**config.mk**
```make
export PLATFORM = sky130hd
export DESIGN_NAME = tx_framer
export DESIGN_NICKNAME = d
export VERILOG_FILES = /design/src/rtl/iso14443a_pkg.sv /design/src/rtl/tx_framer_crc_a.sv /design/src/rtl/tx_framer.sv
export SDC_FILE = /design/constraint.sdc
export NUM_CORES = 1
export LEC_CHECK = 0
export ABC_AREA = 1
export CAP_MARGIN = 0
export CORE_UTILIZATION = 50
export DETAILED_ROUTE_END_ITERATION = 12
export PLACE_DENSITY = 0.77
export SLEW_MARGIN = 10
export SYNTH_ARGS = -nofsm -noshare
export SYNTH_HDL_FRONTEND = slang
export SYNTH_SLANG_ARGS = --single-unit
```
**constraint.sdc**
```tcl
create_clock -name clk -period 2.51 [get_ports clk]
set_clock_uncertainty 0.1 [all_clocks]
set_input_delay 0.753 -clock clk [delete_from_list [all_inputs] [get_ports clk]]
set_output_delay 0.753 -clock clk [all_outputs]
set_load 0.1 [all_outputs]
```
**src/rtl/iso14443a_pkg.sv**
```systemverilog
// Shared ISO/IEC 14443-3A definitions: CRC_A constants and transmit framer state encoding.
// CRC states exist only when TX_FRAMER_CRC_EN is defined.
package iso14443a_pkg;

  localparam logic [15:0] CRC_A_INIT           = 16'h6363;
  localparam logic [15:0] CRC_A_POLY_REFLECTED = 16'h8408;

  typedef enum logic [2:0] {
    IDLE,
    DATA,
    PARITY
`ifdef TX_FRAMER_CRC_EN
    ,
    CRC_DATA,
    CRC_PARITY
`endif
  } tx_framer_state_t;

endpackage

```
**src/rtl/tx_framer_crc_a.sv**
```systemverilog
// Bit-serial CRC_A (reflected, LSB first), present only when TX_FRAMER_CRC_EN is defined.
`ifdef TX_FRAMER_CRC_EN
module crc_a
  import iso14443a_pkg::*;
(
  input  logic        clk,
  input  logic        rst_n,
  input  logic        clear,
  input  logic        en,
  input  logic        bit_in,
  output logic [15:0] crc
);

  logic [15:0] crc_q, crc_d;

  always_comb begin
    crc_d = crc_q;
    if (clear) begin
      crc_d = CRC_A_INIT;
    end else if (en) begin
      crc_d = {1'b0, crc_q[15:1]} ^ ((crc_q[0] ^ bit_in) ? CRC_A_POLY_REFLECTED : '0);
    end
  end

  always_ff @(posedge clk or negedge rst_n) begin
    if (!rst_n) crc_q <= CRC_A_INIT;
    else        crc_q <= crc_d;
  end

  assign crc = crc_q;

endmodule
`endif

```
**src/rtl/tx_framer.sv**
```systemverilog
// ISO/IEC 14443-3A PICC transmit framer: bytes in, LSB-first bits with odd parity out.
// Define TX_FRAMER_CRC_EN to add the in_append_crc port and CRC_A trailer generation.
module tx_framer
  import iso14443a_pkg::*;
(
  input  logic       clk,
  input  logic       rst_n,
  input  logic [7:0] in_data,
  input  logic       in_data_valid,
  input  logic       in_last,
  input  logic [2:0] in_data_bits,
`ifdef TX_FRAMER_CRC_EN
  input  logic       in_append_crc,
`endif
  output logic       in_req,
  output logic       out_data,
  output logic       out_data_valid,
  output logic       out_last,
  input  logic       out_req
);

  tx_framer_state_t state_q, state_d;
  logic [7:0] shift_q, shift_d;
  logic [2:0] cnt_q, cnt_d;
  logic [2:0] nbits_q, nbits_d;
  logic       par_q, par_d;
  logic       last_q, last_d;

`ifdef TX_FRAMER_CRC_EN
  logic        crc_app_q, crc_app_d;
  logic        crc_hi_q, crc_hi_d;
  logic        crc_en;
  logic [15:0] crc;

  crc_a u_crc_a (
    .clk    (clk),
    .rst_n  (rst_n),
    .clear  (state_q == IDLE),
    .en     (crc_en),
    .bit_in (shift_q[0]),
    .crc    (crc)
  );
`endif

  always_comb begin
    state_d  = state_q;
    shift_d  = shift_q;
    cnt_d    = cnt_q;
    nbits_d  = nbits_q;
    par_d    = par_q;
    last_d   = last_q;
    in_req   = 1'b0;
    out_data = 1'b0;
    out_last = 1'b0;
`ifdef TX_FRAMER_CRC_EN
    crc_app_d = crc_app_q;
    crc_hi_d  = crc_hi_q;
    crc_en    = 1'b0;
`endif

    case (state_q)
      IDLE: begin
        if (in_data_valid) begin
          in_req  = 1'b1;
          state_d = DATA;
`ifdef TX_FRAMER_CRC_EN
          crc_app_d = in_append_crc;
`endif
        end
      end

      DATA: begin
        out_data = shift_q[0];
        out_last = last_q && (nbits_q != 3'd0) && (cnt_q == nbits_q - 3'd1);
        if (out_req) begin
          shift_d = {1'b0, shift_q[7:1]};
          cnt_d   = cnt_q + 3'd1;
          par_d   = par_q ^ shift_q[0];
`ifdef TX_FRAMER_CRC_EN
          crc_en  = 1'b1;
`endif
          if (out_last)              state_d = IDLE;
          else if (cnt_q == 3'd7)    state_d = PARITY;
        end
      end

      PARITY: begin
        out_data = ~par_q;
`ifdef TX_FRAMER_CRC_EN
        out_last = last_q && !crc_app_q;
`else
        out_last = last_q;
`endif
        if (out_req) begin
          if (last_q) begin
            state_d = IDLE;
`ifdef TX_FRAMER_CRC_EN
            if (crc_app_q) begin
              shift_d  = crc[7:0];
              cnt_d    = '0;
              par_d    = 1'b0;
              crc_hi_d = 1'b0;
              state_d  = CRC_DATA;
            end
`endif
          end else if (in_data_valid) begin
            // Reload in the same cycle the parity bit is consumed: no gap in out_data_valid.
            in_req  = 1'b1;
            state_d = DATA;
          end else begin
            state_d = IDLE;
          end
        end
      end

`ifdef TX_FRAMER_CRC_EN
      CRC_DATA: begin
        out_data = shift_q[0];
        if (out_req) begin
          shift_d = {1'b0, shift_q[7:1]};
          cnt_d   = cnt_q + 3'd1;
          par_d   = par_q ^ shift_q[0];
          if (cnt_q == 3'd7) state_d = CRC_PARITY;
        end
      end

      CRC_PARITY: begin
        out_data = ~par_q;
        out_last = crc_hi_q;
        if (out_req) begin
          if (crc_hi_q) begin
            state_d = IDLE;
          end else begin
            shift_d  = crc[15:8];
            cnt_d    = '0;
            par_d    = 1'b0;
            crc_hi_d = 1'b1;
            state_d  = CRC_DATA;
          end
        end
      end
`endif

      default: state_d = IDLE;
    endcase

    if (in_req) begin
      shift_d = in_data;
      cnt_d   = '0;
      par_d   = 1'b0;
      last_d  = in_last;
      nbits_d = in_data_bits;
    end
  end

  always_ff @(posedge clk or negedge rst_n) begin
    if (!rst_n) begin
      state_q <= IDLE;
      shift_q <= '0;
      cnt_q   <= '0;
      nbits_q <= '0;
      par_q   <= 1'b0;
      last_q  <= 1'b0;
`ifdef TX_FRAMER_CRC_EN
      crc_app_q <= 1'b0;
      crc_hi_q  <= 1'b0;
`endif
    end else begin
      state_q <= state_d;
      shift_q <= shift_d;
      cnt_q   <= cnt_d;
      nbits_q <= nbits_d;
      par_q   <= par_d;
      last_q  <= last_d;
`ifdef TX_FRAMER_CRC_EN
      crc_app_q <= crc_app_d;
      crc_hi_q  <= crc_hi_d;
`endif
    end
  end

  assign out_data_valid = (state_q != IDLE);

endmodule

```
## After elaboration in Yosys (flattened, before gate mapping)

Index checks and enable logic that the tools add are counted.

| storage, ports and cells | value |
|---|---|
| bits in registers | 19 |
| bits in latches | 0 |
| memory bits (writable) | 0 |
| ROM bits | 0 |
| logic and storage cells | 50 |
| memories kept | 0 |

| operators by class | value |
|---|---|
| add/subtract/negate cells | 2 |
| $mul | 0 |
| div/mod/pow operators | 0 |
| magnitude comparators | 0 |
| eq/ne operators | 8 |
| shift operators | 0 |
| mux-type cells | 23 |
| bitwise gates (word level) | 2 |
| reduce and logical (&&, ||, !) cells | 9 |

Operators with widths:

| operator | number |
|---|---|
| $mux W3 | 8 |
| $mux W8 | 3 |
| $pmux W3 S3 | 1 |
| $mux W1 | 8 |
| $ne A2 B2 Y1 const B | 3 |
| $pmux W1 S2 | 3 |
| $reduce_bool A3 Y1 | 2 |
| $reduce_and A4 Y1 | 1 |
| $reduce_bool A2 Y1 | 2 |
| $add A3 B1 Y3 const B | 1 |
| $eq A3 B1 Y1 const B | 1 |
| $eq A3 B2 Y1 const B | 1 |
| $eq A3 B3 Y1 | 1 |
| $eq A3 B3 Y1 const B | 1 |
| $logic_not A3 Y1 | 1 |
| $ne A3 B3 Y1 const B | 1 |
| $sub A3 B1 Y3 const B | 1 |
| $logic_and A1 B1 Y1 | 2 |
| $reduce_and A2 Y1 | 1 |
| $not A1 Y1 | 1 |
| $xor A1 B1 Y1 | 1 |

## Longest topological paths before layout

Gate-level depths: netlist of run 1.

| depth | value |
|---|---|
| depth in word-level cells | 6 |
| gate-level depth with buffers | 12 |
| depth with buffers taken out | 12 |

## Worst setup path after synthesis of run 1

OpenSTA, ideal clock, no wires.

| timing path | value |
|---|---|
| path kind | flip-flop to output port |
| start point | register nbits_q[0] |
| end point | output out_last |
| arrival | 2,479 ps |
| required time | 1,657 ps |
| slack | -822 ps |
| stages on the path, launching flop included | 8 |
| path buffers | 0 |
| path through | dfrtp_1 > inv_1 > ha_1 > nand2_1 > nand2_1 > nor2_1 > nand4_1 > a21oi_1 |

| on the way | value |
|---|---|
| longest elaborated chain between the ends | 4 |

Ends and longest elaborated chain:

| element | line | RTL |
|---|---|---|
| start: declaration | tx_framer.sv:25 | `logic [2:0] nbits_q, nbits_d;` |
| start signal: assignment | tx_framer.sv:172 | `nbits_q <= nbits_d;` |
| $sub A3 B1 Y3 / $reduce_bool A3 Y1 (equally long branches) | tx_framer.sv:74 | `out_last = last_q && (nbits_q != 3'd0) && (cnt_q == nbits_q - 3'd1);` |
| $eq A3 B3 Y1 / $logic_and A1 B1 Y1 (equally long branches) | tx_framer.sv:74 |  |
| $logic_and A1 B1 Y1 (*) | tx_framer.sv:74 |  |
| $pmux W1 S2 (*) | tx_framer.sv:61 | `case (state_q)` |
| end: declaration | tx_framer.sv:18 | `output logic out_last,` |

Mark *: on every way between the ends. The rest lies on a longest branch, timed or not.

## Final worst setup path of run 1

Ends and elaborated chain as after synthesis.

==> results.txt, run 1 <==
Once the floorplan was initialized, standard cells occupied 54.12% of the core. The final worst slack is -82.74 ps. The number of nets produced by synthesis came out at 155.

The maximum buffer depth of the clock tree came out at 2. The number of inserted filler cells in the final layout came out at 151. The number of nets in the layout came out at 182. Summing every instance area after synthesis gives 1084 um^2. The placeable core area came out at 2002 um^2. The cell area after layout came out at around 1400 um^2. After detailed placement, the total cell area comes to approximately 1400 um^2. The number of cells on the worst hold path is 2. The complex-gate fraction of the synthesized area came out at 13.97%. The placed instance count came out at roughly 180. The terminus of the critical flop-to-flop path is shift_q[0].

The post-synthesis share of cell area spent on xor and xnor gates is 0.8083%. At the pin with the least slew margin, the transition time is 241.6 ps. The TritonCTS clock tree is yes.

The tightest hold margin came out at 420.3 ps. The worst endpoint required time is 1660 ps. In this run the worst path has a maximum fanout of 3. Summed over all nets, the half-perimeter wirelength after detailed placement is 1536 um. The area of the die came out at 2357 um^2.

The number of antenna violations at the first check in global routing is 0. The number of rows created at floorplan is 16. The final count of hold timing violations came to 0.

From left edge to right edge, the die measures 48.55 um. The pin count of the biggest net entering global routing is 19. From synthesis to final layout, the design area changed by 33.72%.

The fraction of the core area covered by cells at the end of the flow is 72.38%. The cell at the root of the clock tree is sky130_fd_sc_hd__clkbuf_4. The worst pin sits at a relative slew slack of 83.72%. The count of antenna diodes in the layout came out at 0. The number of synthesis warnings is 0.

The slack of the worst reg-to-reg path came out at 710 ps. The count of cell types in the netlist is 22. The number of levels in the clock H-tree came out at 1. The share of synthesized area occupied by flip-flops and latches came out at 41.57%. For hold timing, the worst endpoint is shift_q[6]. The library cell used most frequently in the layout, excluding fill and tap cells, is sky130_fd_sc_hd__nand2_1.

The number of buffers created by CTS came out at 3. The number of global-route vias before repair is 901. By area, the combinational part of the netlist is dominated by simple AND/OR/NAND/NOR gates.

Subtracting the final worst setup slack from the clock period gives ~2600 ps. The global-route congestion overflow total came out at 0. The hold path startpoint is shift_q[7]. Clock latency on the worst-skew pair, taken at its later pin, is 300 ps. Of the available clock period, the critical path in the final layout requires 103.3%. For the worst setup path, the data arrival time is between 1500 and 2000 ps.

The stage delay of the slowest cell on the critical path is 370 ps. The worst setup path is of the register to primary output kind. In the synthesized netlist, mux cells make up 0% of the area. The global-route usage over all layers is 20.77%. In the final routed layout, each cell accounts on average for 11.05 um. The final total power is 0.001590 W. The number of standard cells in the layout, taps in and fillers out came out at 184.

The I/O pin count came out at 20. The achievable frequency came out at between 0.3 and 0.4 GHz. The adder and majority cell fraction of the synthesized area came out at a little under a tenth.

For the worst flop-to-flop path, the logic depth is 8. The flip-flop and latch count after synthesis is 18. STA classifies the critical path endpoint as a primary output. After detailed routing, the number of vias per cell comes to 5.016. The worst register-to-register path begins at state_q[0].

STA classifies the critical path startpoint as a register. In the layout the commonest cells are sky130_fd_sc_hd__nand2_1, sky130_fd_sc_hd__dfrtp_1, sky130_fd_sc_hd__inv_1, sky130_fd_sc_hd__clkdlybuf4s50_1, sky130_fd_sc_hd__nand3_1. The number of remaining DRC errors is 0. The simple-gate share of the synthesized area came out at between 20% and 30%. The total wirelength of the detailed-routed design is 2033 um.

The path category of the worst min-delay check is register to register. The total vias in the final route is between 900 and 1000. CTS saw 18 sinks. Setup repair after global routing could not meet its margin everywhere. The number of violations of the max-capacitance limit is 0. Setup violations remaining at the end of the flow were counted as 1. Buffers inserted to repair hold after CTS numbered 0.

The max-slew violation count is 0. Walking the worst path, the cells encountered are inv_2, ha_4, inv_1, nand2_1, nand2_1, nor2_2, nand4_1, a21oi_4, buf_12. The mean instance size in the synthesized netlist came out at 8.271 um^2. The checks that failed: setup timing.

The clock-pin slew on the worst setup and hold paths is 110 ps. The vertical extent of the die is 48.55 um. The run finished, with violations left. By instance count, the cell type seen most on the critical path is sky130_fd_sc_hd__nand2_1. The layout cell share with drive strength beyond 1 is 21.02%. The DRC marker count from the first detailed-route iteration is 17. The largest individual stage delay along the critical path comes from the cell sky130_fd_sc_hd__dfrtp_1. The first-pass GRT wire length is between 3000 and 4000 um. The quantity of I/O buffers inserted on ports is 19. The remaining antenna violation count after routing is 0. The first detailed-routing pass ran for 6 iterations. The leakage dissipation came out at 0.6907 nW. The power per standard cell area came out at 1097 nW/um^2. Routability-driven placement finished with a final weighted congestion of 0.7995.

Counting every instance in the synthesized netlist gives approximately 130. IR analysis of the VDD net gives a maximum drop of between 0.7 and 0.8 mV.
==> worst max path at each step <==
| stage | from | cells past startpoint | slack (ps) | end |
|---|---|---|---|---|
| detailed placement | in_data_valid | 4 | -30 | in_req |
| floorplan | nbits_q[0] | 7 | 7 | out_last |
| finish | nbits_q[0] | 9 | -80 | out_last |
| global placement | in_data_valid | 4 | -10 | in_req |
| global route | nbits_q[0] | 9 | -190 | out_last |
| CTS | nbits_q[0] | 9 | -120 | out_last |
==> worst max-delay path: cells and delay by family, from the launching register on <==
family                   cells  cell delay, ps
AO/OA/AOI/OAI                1             180
flip-flops                   1             370
AND/OR/NAND/NOR              4             350
adder cells (fa/ha/maj)      1             260
buffers and inverters        3             290
==> state kept, by name, summed over array words and instances, names as in the netlist <==
name     cells
shift_q      8
cnt_q        3
nbits_q      3
state_q      2
last_q       1
par_q        1
==> routing by layer <==
| metal | global-route usage [%] | share of wire [%] | vias to the layer above |
|---|---|---|---|
| met5 | 0 | 0 | - |
| met4 | 8.824 | 2.0 | 0 |
| met3 | 2.830 | 2.9 | 5 |
| met2 | 34.04 | 47 | 16 |
| met1 | 27.59 | 48 | 429 |
| li1 | - | - | 473 |
==> power breakdown <==
part / total, W / leakage (nW) / internal [W] / switching, W
sequential: 0.000501 / 0.224 / 0.000418 / 0.0000831
combinational: 0.000906 / 0.446 / 0.000348 / 0.000558
clock: 0.000183 / 0.0210 / 0.0000886 / 0.0000943
total: 0.00159 / 0.691 / 0.000854 / 0.000736
==> timing repair <==
action	in CTS	in global routing
buffers inserted	1	0
cloned	0	0
endpoints found under the hold margin	0	0
pin swaps	3	4
resized for setup	5	4
setup endpoints to repair	2	3
==> kinds of logic after synthesis <==
family	after synthesis
and+or+nand+nor	62
xor gates and xnor gates	1
AOI/OAI and AO/OA	21
adders and majority gates	8
buffers and inverters	21
DFF	18
==> area by class of cell <==
class / count / area [um^2] / area share [%]
flip-flops and latches: 18 / 450.4 / 31.09
inverters: 19 / 73.82 / 5.095
repair buffers: 24 / 269.0 / 18.57
well taps: 27 / 33.78 / 2.332
clock buffers: 4 / 36.28 / 2.504
multi-input cells: 92 / 585.6 / 40.41
==> stage by stage <==
stage                     setup slack [ps]  setup TNS, ps
after floorplan                      7.396              0
after global placement              -11.09         -11.09
after detailed placement            -26.56         -26.56
after CTS                           -116.9         -116.9
after global routing                -192.2         -192.4
final                               -82.74         -82.74
==> Yosys cell counts <==
cell type	number	area, um^2
sky130_fd_sc_hd__nand2_1	36	135.1
sky130_fd_sc_hd__dfrtp_1	18	450.4
sky130_fd_sc_hd__inv_1	17	63.81
sky130_fd_sc_hd__nand3_1	12	60.06
sky130_fd_sc_hd__nor2_1	9	33.78
sky130_fd_sc_hd__ha_1	8	100.1
sky130_fd_sc_hd__a21oi_1	5	25.02
sky130_fd_sc_hd__a31oi_2	5	62.56
sky130_fd_sc_hd__o21ai_0	5	25.02
sky130_fd_sc_hd__o21ai_1	3	15.01
sky130_fd_sc_hd__nand2_4	2	22.52
sky130_fd_sc_hd__a2bb2oi_1	1	8.760
sky130_fd_sc_hd__buf_4	1	7.510
sky130_fd_sc_hd__buf_6	1	11.26
sky130_fd_sc_hd__inv_2	1	3.750
sky130_fd_sc_hd__inv_4	1	6.260
sky130_fd_sc_hd__nand3_2	1	10.01
sky130_fd_sc_hd__nand4_1	1	6.260
sky130_fd_sc_hd__nand4_2	1	12.51
sky130_fd_sc_hd__o211ai_1	1	7.510
sky130_fd_sc_hd__o21bai_1	1	7.510
sky130_fd_sc_hd__xnor2_1	1	8.760
Power figures use the tool's default switching activity.
==> run 2, diff against run 1 <==
--- a/config.mk
+++ b/config.mk
@@ -6,11 +6,12 @@
 export NUM_CORES = 1
 export LEC_CHECK = 0
 export ABC_AREA = 1
-export CAP_MARGIN = 0
+export CAP_MARGIN = 30
 export CORE_UTILIZATION = 50
 export DETAILED_ROUTE_END_ITERATION = 12
 export PLACE_DENSITY = 0.77
 export SLEW_MARGIN = 10
 export SYNTH_ARGS = -nofsm -noshare
 export SYNTH_HDL_FRONTEND = slang
+export SYNTH_HIERARCHICAL = 1
 export SYNTH_SLANG_ARGS = --single-unit
==> results of run 2 <==
Same layout as run 1: the final DEF is identical, and so are final timing and power.
Main changes from that run: Yosys warning count 0 -> 6
==> run 3, diff against run 2 <==
--- a/config.mk
+++ b/config.mk
@@ -9,7 +9,7 @@
 export CAP_MARGIN = 30
 export CORE_UTILIZATION = 50
 export DETAILED_ROUTE_END_ITERATION = 12
-export PLACE_DENSITY = 0.77
+export DONT_BUFFER_PORTS = 1
 export SLEW_MARGIN = 10
 export SYNTH_ARGS = -nofsm -noshare
 export SYNTH_HDL_FRONTEND = slang
==> run 3 against run 2 <==
  * The run still ends with setup timing left
  * Non-clock buffer count decreased by 16
  * Count of clock-buffer cells in the layout down 1
  * Die area is the same
  * Critical path depth stayed put
  * Sequential share of layout area increased by 4.4 points
  * Highest routed layer is now met3
  * Cell count is 9.2% lower
  * Utilization shrank 9.1 points
  * Clock power down 22%
  * Register-to-register slack got worse by 100 ps
  * Wire length grew 4.7%
  * Final area is 13% lower
  * Hold slack got worse by 370 ps
  * Critical endpoint unchanged
  * Largest cell class unchanged
==> results.txt, run 3 <==
The total negative slack came out at -89.92 ps (was -82.74 ps). The power per standard cell area came out at 1253 nW/um^2 (was 1097 nW/um^2). The number of nets in the layout came out at 166 (was 182). The TritonCTS clock tree is yes (unchanged). The number of antenna violations at the first check in global routing came to 0 (unchanged). The stage delay of the slowest cell on the critical path came out at 380 ps (was 370 ps). The final-report setup violation count came out at 1 (unchanged). The gate count after technology mapping is 131 (unchanged). The number of remaining DRC errors came to 0 (unchanged). Largest cells by area after synthesis: sky130_fd_sc_hd__dfrtp_1, sky130_fd_sc_hd__nand2_1, sky130_fd_sc_hd__ha_1, sky130_fd_sc_hd__inv_1, sky130_fd_sc_hd__a31oi_2 (unchanged). The I/O pin count came out at 20 (unchanged).

The insertion delay to the later sink of the worst-skew pair came out at 280 ps (was 300 ps). The count of antenna diodes in the layout is 0 (unchanged). The area used by sequential logic in the layout is 450.4 um^2 (unchanged).

The cell area after technology mapping is 1084 um^2 (unchanged). Commonest cells in the synthesized netlist: sky130_fd_sc_hd__nand2_1, sky130_fd_sc_hd__dfrtp_1, sky130_fd_sc_hd__inv_1 (unchanged). The max-slew violation count is 0 (unchanged). The final worst slack is -89.92 ps (was -82.74 ps). The worst-case setup slack after placement is 146.7 ps (was -26.56 ps). The placed instance count came to 160 (was 179).

The clock period minus final worst setup slack is 2600 ps (was 2593 ps). The category of the worst setup path launch point was a register (unchanged). The transition time at the pin with the least slew margin is 270.3 ps (was 241.6 ps). Failing checks: setup timing (unchanged).

The maximum buffer depth of the clock tree came to 2 (unchanged). The most frequently used flop master after synthesis is sky130_fd_sc_hd__dfrtp_1 (unchanged). Result of the run: complete, but fails checks (unchanged). The top register by number of flip-flops is shift_q (unchanged). The number of levels in the clock H-tree came out at 1 (unchanged). The pin count of the biggest net entering global routing came out at 19 (unchanged).

The count of cell types in the netlist is 22 (unchanged). The number of violations of the max-capacitance limit is 0 (unchanged). Most used cells in the layout excluding fill and tap cells: sky130_fd_sc_hd__nand2_1, sky130_fd_sc_hd__dfrtp_1, sky130_fd_sc_hd__inv_1, sky130_fd_sc_hd__nand3_1, sky130_fd_sc_hd__nor2_1 (was sky130_fd_sc_hd__nand2_1, sky130_fd_sc_hd__dfrtp_1, sky130_fd_sc_hd__inv_1, sky130_fd_sc_hd__clkdlybuf4s50_1, sky130_fd_sc_hd__nand3_1). The global-route congestion overflow total is 0 (unchanged).

The total area of multi-input combinational cells came out at 601.8 um^2 (was 585.6 um^2). The number of buffers created by CTS came out at 3 (unchanged). The global placement routability congestion came out at 0.8269 (was 0.7995). The signal arrival time at the worst endpoint came out at 1750 ps (was 1740 ps).

The number of rows created at floorplan came out at 16 (unchanged). The number of standard cells in the layout, taps in and fillers out came out at 167 (was 184). The remaining antenna violation count after routing came out at 0 (unchanged). The normalized max-slew margin came out at 81.94% (was 83.72%). The achievable frequency was 0.3846 GHz (was 0.3857 GHz). The path category of the worst min-delay check is input port to async pin (was register to register).

Cell-by-cell listing of the critical path: inv_2, ha_4, inv_2, nand2_1, nand2_1, nor2_2, nand4_1, a21oi_4, buf_12 (was inv_2, ha_4, inv_1, nand2_1, nand2_1, nor2_2, nand4_1, a21oi_4, buf_12). The fraction of synthesis flops using an asynchronous set or reset pin came to 100.0% (unchanged). The cell at the slowest stage of the critical path is sky130_fd_sc_hd__dfrtp_1 (unchanged).

The DRC marker count from the first detailed-route iteration came to 15 (was 17). The layout overhead on the synthesized area was 16.98% (was 33.72%). The mean instance size in the synthesized netlist came out at 8.271 um^2 (unchanged). The instance area at placement is 1172 um^2 (was 1378 um^2). The average detailed-routed wire length per instance is 12.74 um (was 11.05 um). The number of enable-type register cells in the synthesized netlist is 0 (unchanged).

The placeable core area is 2002 um^2 (unchanged). The HPWL reported at the end of detailed placement is 1506 um (was 1536 um). The global-route usage over all layers is 19.93% (was 20.77%). The first-pass GRT wire length came out at 3629 um (was 3801 um). The number of clock sinks was 18 (unchanged). The number of detailed-routing iterations run before antenna repair is 4 (was 6). The area of the die came out at 2357 um^2 (unchanged).

The chip width is 48.55 um (unchanged). The leakage dissipation came to 0.6068 nW (was 0.6907 nW). The fraction of the core area covered by cells at the end of the flow was 63.31% (was 72.38%). The worst endpoint required time is 1660 ps (about the same).

The vertical extent of the die came out at 48.55 um (unchanged). The total vias in the final route came out at 874 (was 923). The peak supply drop was 0.6773 mV (was 0.7005 mV). The area share of the largest cell type after synthesis is 41.57% (unchanged). Largest registers: shift_q x8, cnt_q x3, nbits_q x3 (unchanged).

The sort of element at the end of the critical path is a primary output (unchanged). The share of synthesized area occupied by flip-flops and latches is 41.57% (unchanged). Unrepaired setup endpoints after global routing: true (unchanged). The number of synthesis warnings is 6 (unchanged). The library cell with the largest summed area after synthesis is sky130_fd_sc_hd__dfrtp_1 (unchanged). The number of buffers inserted for hold repair after clock tree synthesis is 0 (unchanged). The total wirelength of the detailed-routed design is 2128 um (was 2033 um). The quantity of I/O buffers inserted on ports is 0 (was 19). The via density per instance is 5.234 (was 5.016). The fraction of the cycle the final worst path needs is 103.6% (was 103.3%). The number of nets produced by synthesis is 155 (unchanged). The library cell with the highest instance count after synthesis was sky130_fd_sc_hd__nand2_1 (unchanged). The flip-flop and latch count after synthesis was 18 (unchanged). The cell at the root of the clock tree is sky130_fd_sc_hd__clkbuf_4 (unchanged). The number of global-route vias before repair came to 882 (was 901). The final count of hold timing violations is 0 (unchanged). The layout cell share with drive strength beyond 1 is 22.14% (was 21.02%). The number of inserted filler cells in the final layout is 191 (was 151). The most common cell after layout, fill and taps aside is sky130_fd_sc_hd__nand2_1 (unchanged). The flip-flop count of the largest register after layout is 8 (unchanged). The largest fanout of any net on the critical path came out at 3 (unchanged).

The clock-pin slew on the worst setup and hold paths came to 100 ps (was 110 ps). The classification of the worst setup path is register to primary output (unchanged). The cell area after layout is 1267 um^2 (was 1449 um^2). The effective utilization at floorplan came out at 54.12% (unchanged).
run 3: area by class of cell:
type	instances	share of cell area [%]
timing repair buffer	8	6.713
tap	27	2.665
inverter	19	5.824
sequential	18	35.54
clock buffer	3	1.777
multi-input combinational	92	47.48
run 3: path summary, 6_finish.rpt:
kind	from	end	slack [ps]	cells past startpoint
max in group asynchronous	rst_n	cnt_q[2]	2190	0
worst max register to register	state_q[0]	shift_q[0]	610	7
worst max-delay path	nbits_q[0]	out_last	-90	9
worst min register to register	shift_q[7]	shift_q[7]	420	2
min in group clk	shift_q[7]	shift_q[7]	420	2
worst min-delay path	rst_n	state_q[1]	50	0
run 3: logic make-up (layout without fill, tap and decap cells):
group | count (synthesis) | after routing | share of synthesized area, %
buffers and inverters | 21 | 30 | 8.545
and+or+nand+nor | 62 | 62 | 25.87
adders and majority gates | 8 | 8 | 9.238
xor gates and xnor gates | 1 | 1 | 0.8085
AOI/OAI and AO/OA | 21 | 21 | 13.97
DFF | 18 | 18 | 41.57
run 3: layer usage:
layer	global-route usage [%]	wire, um
met1	24.29	999
met2	36.15	1038
met3	4.088	90
met4	4.412	0
met5	0	0
run 3: through the flow:
step                power [W]  hold slack [ps]
global placement     0.001273            357.8
detailed placement   0.001295            357.8
finish               0.001588            45.47
global route         0.001718            24.08
floorplan            0.001143            357.4
CTS                  0.001572            39.22
run 3: report_power, final:
group | switching [W] | internal (W)
Sequential | 0.0000798 | 0.000418
Combinational | 0.000586 | 0.000362
Clock | 0.0000868 | 0.0000557
run 3: critical path, delay by kind of cell, from the launching register on:
kind | cells | cell delay (ps)
DFF | 1 | 380
and+or+nand+nor | 4 | 330
buffers and inverters | 3 | 300
adders and majority gates | 1 | 270
AOI/OAI and AO/OA | 1 | 170
run 3: timing repair:
item                                    CTS  global route
setup buffers                             4             0
gates cloned                              0             0
gates resized for setup                   7             2
pin swaps                                 5             2
endpoints found under the setup margin    1             3
